**src/rtl/serial_receiver.sv**
```systemverilog
// serial_receiver
//   Receive end of the one-bit-per-clock serial link (pairs with the Transmitter).
//   Waits for a start bit (serIn low while en is high). Shifts in WIDTH data bits
//   LSB first. Checks an optional parity bit and then the stop bit. The result is
//   reported as a one-cycle strobe: valid (with parOut updated), frameErr, or
//   parityErr.
//
// Ports
//   clk        in   1      single clock, all state changes on posedge
//   rst        in   1      synchronous reset, active-low
//   serIn      in   1      serial line, idles high, one bit per clock
//   en         in   1      receive enable; only blocks detection of new start bits
//   parOut     out  WIDTH  last good received word
//   valid      out  1      one-cycle strobe: parOut holds a freshly received word
//   frameErr   out  1      one-cycle strobe: stop bit was 0
//   parityErr  out  1      one-cycle strobe: parity mismatch (word discarded)
//   busy       out  1      high whenever the receiver is not idle
//   Cout       out  1      high in DATA while the last data bit is being sampled

module serial_receiver #(
  parameter int WIDTH      = 8,
  parameter int PARITY_EN  = 1,
  parameter int PARITY_ODD = 0
) (
  input  logic             clk,
  input  logic             rst,
  input  logic             serIn,
  input  logic             en,
  output logic [WIDTH-1:0] parOut,
  output logic             valid,
  output logic             frameErr,
  output logic             parityErr,
  output logic             busy,
  output logic             Cout
);

  localparam int CW = $clog2(WIDTH);

  typedef enum logic [1:0] {
    IDLE   = 2'd0,
    DATA   = 2'd1,
    PARITY = 2'd2,
    STOP   = 2'd3
  } state_t;

  state_t           state_r;
  logic [WIDTH-1:0] shreg_r;
  logic [CW-1:0]    cnt_r;
  logic             par_r;
  logic             perr_r;

  // A set result means the received parity bit disagrees with the running data parity.
  function automatic logic parity_mismatch(input logic data_par, input logic par_bit);
    return data_par ^ par_bit ^ (PARITY_ODD != 0);
  endfunction

  // Frame state machine: start detection, data shifting, parity/stop checks, strobes.
  always_ff @(posedge clk) begin
    if (!rst) begin
      state_r   <= IDLE;
      shreg_r   <= {WIDTH{1'b0}};
      cnt_r     <= {CW{1'b0}};
      par_r     <= 1'b0;
      perr_r    <= 1'b0;
      parOut    <= {WIDTH{1'b0}};
      valid     <= 1'b0;
      frameErr  <= 1'b0;
      parityErr <= 1'b0;
    end else begin
      // Strobes last exactly one cycle unless STOP raises one below.
      valid     <= 1'b0;
      frameErr  <= 1'b0;
      parityErr <= 1'b0;
      case (state_r)
        IDLE: begin
          // No mid-bit confirmation: any low sample with en set starts a frame.
          if (en && !serIn) begin
            state_r <= DATA;
            cnt_r   <= CW'(WIDTH - 1);
            par_r   <= 1'b0;
            perr_r  <= 1'b0;
          end
        end
        DATA: begin
          shreg_r <= {serIn, shreg_r[WIDTH-1:1]};
          par_r   <= par_r ^ serIn;
          if (cnt_r != {CW{1'b0}}) begin
            cnt_r <= cnt_r - CW'(1);
          end else if (PARITY_EN != 0) begin
            state_r <= PARITY;
          end else begin
            state_r <= STOP;
          end
        end
        PARITY: begin
          perr_r  <= parity_mismatch(par_r, serIn);
          state_r <= STOP;
        end
        STOP: begin
          state_r <= IDLE;
          // A bad stop bit takes priority over a parity error.
          if (!serIn) begin
            frameErr <= 1'b1;
          end else if (perr_r) begin
            parityErr <= 1'b1;
          end else begin
            parOut <= shreg_r;
            valid  <= 1'b1;
          end
        end
        default: begin
          state_r <= IDLE;
        end
      endcase
    end
  end

  assign busy = (state_r != IDLE);
  assign Cout = (state_r == DATA) && (cnt_r == {CW{1'b0}});

endmodule

```
**config.mk**
```make
export PLATFORM = sky130hd
export DESIGN_NAME = serial_receiver
export DESIGN_NICKNAME = d
export VERILOG_FILES = /design/src/rtl/serial_receiver.sv
export SDC_FILE = /design/constraint.sdc
export NUM_CORES = 1
export LEC_CHECK = 0
export ABC_AREA = 1
export CORE_ASPECT_RATIO = 0.7
export CORE_UTILIZATION = 40
export CTS_BUF_LIST = sky130_fd_sc_hd__clkbuf_4
export DETAILED_ROUTE_END_ITERATION = 10
export GPL_ROUTABILITY_DRIVEN = 0
export SETUP_SLACK_MARGIN = 0.4
export SYNTH_ARGS = -nofsm -noshare
export SYNTH_HDL_FRONTEND = slang
export SYNTH_SLANG_ARGS = --single-unit
export TNS_END_PERCENT = 5
```
**constraint.sdc**
```tcl
create_clock -name clk -period 1.7 [get_ports clk]
set_input_delay 0.34 -clock clk [delete_from_list [all_inputs] [get_ports clk]]
set_output_delay 0.34 -clock clk [all_outputs]
set_load 0.01 [all_outputs]
```
==> results.yml, run 1 <==
clock_tree:
  cts_buffer_depth: 2
  cts_tree: "yes"
  clk_latency_ns: 0.32
  root_buffer: "clkbuf_4"
  clkTransAtPathRegs_ns: 0.14
  numCtsBuffers: 3
  hold_buffers: 0
  htreeDepth: 1
  clock_sinks: 26
place:
  place_ws_ns: 0.05008
  io_buffers: 16
  dpl.cell_count: 201
  place_hpwl_um: 1644
  dpl_cell_area_um2: 1371
power_and_ir_drop:
  p_int_mw: 1.545
  pwr-share-comb_pct: 46.2
  p_seq_share_pct: 36.3
  netSwitchingPower_uw: 876.9
  netSwitchingFraction_pct: 36.21
  leakagePower_nw: 0.7449
  power_density_nw_per_um2: 1551
  pwr-share-clk_pct: 17.4
  irDropWorstVdd_v: 0.0008694
sta:
  min_period_ns: 1.554
  rsz0062_at_grt: "true"
  hold_viol: 0
  fin_ws_ns: 0.1461
  finClkSkew_ns: 0.003916
  slew_headroom_pct: 85.48
  tns_ns: 0
  fmax_ghz: 0.6435
  finalCritPeriodShare_pct: 91.41
  worst_pin_slew_ns: 0.2171
  whs_ns: 0.5093
  slew_viol_final: 0
  setup_viol: 0
synth:
  syn-num-nets: 159
  syn_area_um2: 1134
  avgSynthCellArea_um2: 7.711
  ys_types: 20
  ys_seq_elements: 26
  syn_inst: 147
  yosys_warnings: 0
  ys_seq_area_share_pct: 45.92
layout:
  nNetsFinal: 193
  mostFrequentLayoutCell: "nor2_1"
  final_area_um2: 1562
  instances_no_fill: 214
  fillers: 225
  drive_above_1_share_pct: 24.44
  final_cell_mix: "nor2_1, dfxtp_1, o21ai_0, nand2_1, buf_4"
  syn2layout_area_growth_pct: 37.75
  diodes: 0
worst_setup_path:
  cp_num_cells: 12
  cpPeakStageDelay_ns: 0.37
  crit_end: "cnt_r[0]"
  worst_setup_path_end_kind: "flop"
  rr_endpoint: "cnt_r[0]"
  arrival_ns: 1.78
  cp.required_ns: 1.93
  setup.worst_path.start: "state_r[1]"
  path_cells: "inv_4 -> ha_4 -> nand3_4 -> buf_6 -> buf_4 -> buf_4 -> buf_4 -> buf_6 -> nand2_4 -> nand2_1 -> nand2_1 -> nor2_1"
  crit_path_frequent_cell: "buf_4"
  crit_fanout: 4
  crit_family: "buffers and inverters"
  crit_buf_inv: 6
  r2r_cells: 12
  critPathLaunchType: "flop"
  reg2reg_from: "state_r[1]"
  cpMaxStageDelayCell: "dfxtp_2"
  rrSetupSlack_ns: 0.15
  crit_type: "reg2reg"
floorplan:
  die-area_um2: 3054
  start_util_pct: 44.09
  die_w_um: 65.63
  ioPinCount: 17
  core_area_um2: 2571
  fp-row-count: 15
  dieHeight_um: 46.54
drt:
  ant_nets: 0
  dr.pass1.iters: 4
  drc: 0
  wl_per_cell_um: 11.35
  met1Wirelength_um: 1216
  highest_layer: "met4"
  met2_length_um: 1100
  met3_length_um: 94
  routed_wl_um: 2429
  dr_total_vias: 990
  drt-initial-drc-count: 26
  vias_per_cell: 4.626
worst_hold_path:
  hold_depth: 2
  hp-class: "reg2reg"
global_routing:
  grt_start_max_net_pins: 20
  antenna_found_initial: 0
  grt_pass1_wl_um: 3774
  grt_pass1_vias: 878
  track_usage_pct: 16.99
  grt_overflow: 0
outcome:
  status: "finished, final reports clean"
flow_run:
  drv_cap: 0
## power by group through the flow
stage / Sequential, mW / Clock, mW / Combinational, mW
after CTS: 0.871 / 0.436 / 0.986
after detailed placement: 0.880 / 0 / 0.829
final: 0.880 / 0.422 / 1.12
after global routing: 0.895 / 0.461 / 1.25
after global placement: 0.871 / 0 / 0.809
after floorplan: 0.874 / 0 / 0.528
## how the worst min path moves through the flow
stage,from,end,slack [ns]
after CTS,cnt_r[1],cnt_r[1],0.51
after global placement,cnt_r[1],cnt_r[1],0.47
after global routing,shreg_r[1],shreg_r[0],0.54
after detailed placement,cnt_r[1],cnt_r[1],0.48
after floorplan,serIn,frameErr,0.41
final,shreg_r[4],parOut[4],0.51
## area by class of cell
type                            instances  area (um^2)  share of cell area, %
Timing Repair Buffer                   32        281.5                  18.03
Tap cell                               34        42.54                  2.724
Clock inverter                          1        30.03                  1.923
Multi-Input combinational cell        104        600.6                  38.46
Sequential cell                        26        524.3                  33.57
Inverter                               14        60.06                  3.846
Clock buffer                            3        22.52                  1.442
## registers in the layout, indices dropped and copies added (netlist names), 2 cells and up
name     flops
cnt_r        3
parOut       8
shreg_r      8
state_r      2
## metrics by stage
step / util [%] / total power [mW]
2_1_floorplan: - / 1.403
3_3_place_gp: 53.33 / 1.680
3_5_place_dp: 53.33 / 1.708
4_1_cts: 58.69 / 2.293
5_1_grt: 60.73 / 2.606
6_report: 60.73 / 2.421
## cell usage after synthesis
| library cell | instances | area share [%] |
|---|---|---|
| ha_1 | 8 | 8.8 |
| a21oi_1 | 3 | 1.3 |
| o22ai_1 | 1 | 0.55 |
| nand2_2 | 3 | 1.7 |
| nor2_1 | 42 | 14 |
| nand3_2 | 1 | 0.88 |
| inv_1 | 12 | 4.0 |
| dfxtp_1 | 26 | 46 |
| nand3_1 | 4 | 1.8 |
| buf_2 | 2 | 0.88 |
| xnor2_1 | 1 | 0.77 |
| inv_4 | 1 | 0.55 |
| inv_2 | 1 | 0.33 |
| nor2_8 | 1 | 1.8 |
| o21ai_0 | 20 | 8.8 |
| or2_2 | 1 | 0.55 |
| nor2_2 | 1 | 0.55 |
| clkbuf_4 | 1 | 0.66 |
| nand3b_1 | 1 | 0.66 |
| nand2_1 | 17 | 5.6 |
## worst min-delay path, stage by stage (launching register included)
cell and delay, ns:
dfxtp_1 0.34, nor2_1 0.10, nor2_1 0.05
## cell families (layout without fill, tap and decap cells)
| logic type | count (synthesis) | in the layout | synth area share [%] |
|---|---|---|---|
| compound gates | 24 | 24 | 10.71 |
| buf+inv | 17 | 50 | 6.402 |
| simple gates | 71 | 71 | 27.37 |
| flops | 26 | 26 | 45.92 |
| fa+ha+maj | 8 | 8 | 8.830 |
| xor+xnor | 1 | 1 | 0.7728 |
## per-layer routing
| metal | vias to the layer above | GRT usage, % |
|---|---|---|
| li1 | 530 | - |
| met1 | 436 | 20.47 |
| met2 | 22 | 29.80 |
| met3 | 2 | 5.446 |
| met4 | 0 | 3.913 |
| met5 | - | 0 |
## repair_timing
| action | in CTS | in global routing |
|---|---|---|
| gates cloned | 0 | 0 |
| pin swaps | 3 | 1 |
| gates resized for setup | 24 | 10 |
| setup buffers | 7 | 2 |
| endpoints found under the setup margin | 28 | 28 |
No activity file was read; power rests on OpenSTA's default activity.
==> run 2, diff against run 1 <==
CORE_ASPECT_RATIO = 1.1   (was 0.7)
==> run 2 against run 1 <==
  * Clock power fell by 39%
  * Count of clock-buffer cells in the layout did not move
  * Global-route usage rose by 0.81 points
  * Core utilization fell by 6.2 points
==> results.yml, run 2 (synthesis results as in run 1) <==
worst_hold_path:
  hp-class: "reg2reg"
  hold_depth: 2
  whs_endpoint: "cnt_r[1]"
  worstHoldStart: "cnt_r[1]"
drt:
  dr.pass1.iters: 4
  ant_nets: 0
  routed_wl_um: 2272
  met2_length_um: 1091
  dr_total_vias: 955
  highest_layer: "met4"
  wl_per_cell_um: 11.30
  met3_length_um: 60
  drc: 0
  met1Wirelength_um: 1104
  vias_per_cell: 4.751
  drt-initial-drc-count: 19
sta:
  min_period_ns: 1.546
  tns_ns: 0
  fmax_ghz: 0.6469
  slew_viol_final: 0
  whs_ns: 0.5031
  worst_pin_slew_ns: 0.2097
  slew_headroom_pct: 85.98
  finClkSkew_ns: 0.003213
  rsz0062_at_grt: "true"
  fin_ws_ns: 0.1543
  finalCritPeriodShare_pct: 90.93
  setup_viol: 0
  hold_viol: 0
worst_setup_path:
  rrSetupSlack_ns: 0.40
  r2r_cells: 7
  critPathLaunchType: "flop"
  cp.required_ns: 1.36
  crit_buf_inv: 1
  crit_fanout: 2
  worst_setup_path_end_kind: "primary output"
  reg2reg_from: "state_r[0]"
  crit_family: "buffers and inverters"
  path_cells: "clkdlybuf4s50_1"
  arrival_ns: 1.21
  crit_type: "reg2out"
  cpMaxStageDelayCell: "clkdlybuf4s50_1"
  cpPeakStageDelay_ns: 0.54
  rr_endpoint: "parOut[5]"
clock_tree:
  clk_latency_ns: 0.31
  cts_buffer_depth: 2
  numCtsBuffers: 3
  clkTransAtPathRegs_ns: 0.13
  hold_buffers: 0
  htreeDepth: 1
  cts_tree: "yes"
  root_buffer: "clkbuf_4"
  clock_sinks: 26
floorplan:
  dieHeight_um: 57.84
  core_area_um2: 2591
  die_w_um: 52.76
  die-area_um2: 3051
  fp-row-count: 19
  ioPinCount: 17
  start_util_pct: 43.75
place:
  dpl_cell_area_um2: 1365
  place_hpwl_um: 1615
  io_buffers: 16
  place_ws_ns: 0.05436
layout:
  final_cell_mix: "nor2_1, dfxtp_1, o21ai_0, nand2_1, clkdlybuf4s50_1"
  final_area_um2: 1413
  diodes: 0
  syn2layout_area_growth_pct: 24.61
  nNetsFinal: 183
  fillers: 259
  drive_above_1_share_pct: 16.47
  top_regs: "parOut x8, shreg_r x8, cnt_r x3"
  mostFrequentLayoutCell: "nor2_1"
flow_run:
  drv_cap: 0
power_and_ir_drop:
  p_int_mw: 1.212
  netSwitchingFraction_pct: 38.48
  netSwitchingPower_uw: 758.1
  p_seq_share_pct: 44.1
  pwr-share-comb_pct: 42.8
  leakagePower_nw: 0.6775
  pwr-share-clk_pct: 13.2
  irDropWorstVdd_v: 0.001123
  power_density_nw_per_um2: 1395
global_routing:
  track_usage_pct: 17.80
  grt_start_max_net_pins: 23
  antenna_found_initial: 0
  grt_pass1_wl_um: 4112
  grt_overflow: 0
  grt_pass1_vias: 994
outcome:
  status: "finished, final reports clean"
-- run 2: cell count changes in the layout (fill, tap and decap cells not counted), sizes merged --
cell	delta
buf	-10
bufinv	-1
clkinv	+1
-- run 2: worst max-delay path by stage --
stage / startpoint / end / slack (ns) / depth (start not counted)
5_1_grt: parOut[7] / parOut[7] / 0.09 / 1
6_report: parOut[6] / parOut[6] / 0.15 / 1
3_3_place_gp: state_r[0] / busy / 0.09 / 4
2_1_floorplan: state_r[0] / cnt_r[2] / 0.42 / 8
3_5_place_dp: state_r[0] / busy / 0.05 / 4
4_1_cts: parOut[7] / parOut[7] / 0.14 / 1
-- run 2: cell type report --
cell class	instances	area [um^2]	area share (%)
Clock buffer	3	22.52	1.594
Inverter	14	55.05	3.897
Tap cell	31	38.79	2.746
Clock inverter	1	3.754	0.2657
Multi-Input combinational cell	104	560.5	39.68
Timing Repair Buffer	22	207.7	14.70
Sequential cell	26	524.3	37.11
-- run 2: routing by layer --
metal | track usage, % | up-vias
met5 | 0 | -
met4 | 6.767 | 0
met3 | 2.362 | 2
met2 | 28.57 | 13
met1 | 24.06 | 431
li1 | - | 509
-- run 2: timing repair --
item,in CTS,in global routing
setup buffers,1,0
resized for setup,19,1
endpoints found under the setup margin,20,28
-- run 2: power groups by stage --
stage / clock (mW) / sequential [mW] / combinational, mW
CTS: 0.272 / 0.868 / 0.848
global route: 0.298 / 0.891 / 0.978
floorplan: 0 / 0.874 / 0.528
detailed placement: 0 / 0.881 / 0.810
finish: 0.259 / 0.868 / 0.843
global placement: 0 / 0.875 / 0.792
-- run 2: stage by stage --
step	utilization, %	cells	total power [mW]
final	54.51	201	1.970
after global routing	54.51	201	2.167
after CTS	54.42	201	1.988
after detailed placement	52.68	196	1.691
after global placement	52.68	196	1.667
after floorplan	-	147	1.403
==> run 3, diff against run 2 <==
CORE_MARGIN = 4   (was not set)
SETUP_SLACK_MARGIN = 0.5   (was 0.4)
==> run 3 against run 2 <==
  * Core utilization increased by 2.4 points
  * Fmax increased by 5.3%
  * Flip-flop and latch count unchanged
  * Total power increased by 16%
  * Register-to-register slack got worse by 0.07 ns
  * Design area increased by 5.3%
  * Die area increased by 23%
  * Sequential share of layout area decreased by 1.6 points
  * First-iteration DRC count increased by 16%
  * Largest power group is now combinational logic
==> results.yml, run 3 (synthesis results as in run 1) <==
outcome:
  status: "finished, final reports clean"
global_routing:
  grt_start_max_net_pins: 16
  grt_pass1_wl_um: 4443
  track_usage_pct: 14.83
  antenna_found_initial: 0
  grt_overflow: 0
  grt_pass1_vias: 1030
floorplan:
  ioPinCount: 17
  die-area_um2: 3751
  fp-row-count: 19
  dieHeight_um: 63.84
  core_area_um2: 2615
  start_util_pct: 43.35
  die_w_um: 58.76
sta:
  finalCritPeriodShare_pct: 86.34
  tns_ns: 0
  rsz0062_at_grt: "true"
  worst_pin_slew_ns: 0.2195
  whs_ns: 0.5124
  hold_viol: 0
  slew_headroom_pct: 85.35
  setup_viol: 0
  min_period_ns: 1.468
  fmax_ghz: 0.6813
  slew_viol_final: 0
  finClkSkew_ns: 0.01091
worst_setup_path:
  reg2reg_from: "state_r[1]"
  rr_endpoint: "cnt_r[2]"
  crit_fanout: 4
  worst_setup_path_end_kind: "primary output"
  crit_end: "Cout"
  setup.worst_path.start: "state_r[1]"
  crit_type: "reg2out"
  arrival_ns: 1.13
  critPathLaunchType: "flop"
  rrSetupSlack_ns: 0.33
  r2r_cells: 10
  cp.required_ns: 1.36
layout:
  diodes: 0
  fillers: 255
  final_cell_mix: "nor2_1, dfxtp_1, o21ai_0, nand2_1, dlygate4sd2_1"
  nNetsFinal: 187
  mostFrequentLayoutCell: "nor2_1"
  top_regs: "parOut x8, shreg_r x8, cnt_r x3"
  syn2layout_area_growth_pct: 31.24
  drive_above_1_share_pct: 22.41
flow_run:
  drv_cap: 0
clock_tree:
  root_buffer: "clkbuf_4"
  cts_buffer_depth: 2
  clkTransAtPathRegs_ns: 0.15
  numCtsBuffers: 3
  clk_latency_ns: 0.32
  clock_sinks: 26
  htreeDepth: 1
  cts_tree: "yes"
power_and_ir_drop:
  power_density_nw_per_um2: 1538
  irDropWorstVdd_v: 0.001298
  leakagePower_nw: 0.7310
drt:
  dr_total_vias: 997
  dr.pass1.iters: 3
  vias_per_cell: 4.863
  routed_wl_um: 2494
  drt-initial-drc-count: 22
  drc: 0
  ant_nets: 0
  wl_per_cell_um: 12.17
worst_hold_path:
  hp-class: "reg2reg"
place:
  place_hpwl_um: 1725
  io_buffers: 16
## run 3: worst min-delay path by stage
stage / startpoint / to / slack, ns / cells after the start
after CTS: shreg_r[6] / shreg_r[5] / 0.51 / 2
after detailed placement: shreg_r[0] / parOut[0] / 0.49 / 2
after global placement: cnt_r[1] / cnt_r[1] / 0.47 / 2
final: shreg_r[6] / shreg_r[5] / 0.51 / 2
after floorplan: serIn / frameErr / 0.41 / 1
after global routing: shreg_r[6] / shreg_r[5] / 0.54 / 2
## run 3: layer usage
layer	global-route usage, %	vias to the layer above	wire length [um]
li1	-	512	-
met1	18.12	467	1129
met2	24.59	14	1230
met3	3.219	4	90
met4	6.516	0	43
met5	0	-	0
## run 3: repair_timing
action	4_1_cts	5_1_grt
setup endpoints to repair	35	35
resized for setup	35	4
pin swaps	1	1
hold buffers	0	0
setup buffers	3	2
## run 3: final cells by class
class / instances / area [um^2] / share of cell area [%]
tap: 31 / 38.79 / 2.607
timing repair buffer: 26 / 217.7 / 14.63
inverter: 14 / 60.06 / 4.037
multi-input combinational: 104 / 590.6 / 39.70
clock inverter: 1 / 30.03 / 2.018
clock buffer: 3 / 22.52 / 1.514
sequential: 26 / 528.0 / 35.49
## run 3: power breakdown
part           internal, mW  switching (mW)
combinational         0.436           0.527
sequential            0.776           0.121
clock                 0.238           0.190
## run 3: through the flow
step	worst slack [ns]	total power, mW	utilization (%)	instances	instance area, um^2
2_1_floorplan	0.4627	1.411	-	147	1136
3_3_place_gp	0.07825	1.658	51.82	196	1355
3_5_place_dp	0.04607	1.688	51.82	196	1355
4_1_cts	0.2107	2.219	55.74	203	1458
5_1_grt	0.1544	2.493	56.89	205	1488
6_report	0.2323	2.289	56.89	205	1488
## run 3: worst max-delay path: stages (launching register included)
cell,delay (ns)
dfxtp_2,0.36
inv_4,0.08
ha_4,0.15
nand3_4,0.07
inv_2,0.06
buf_6,0.09
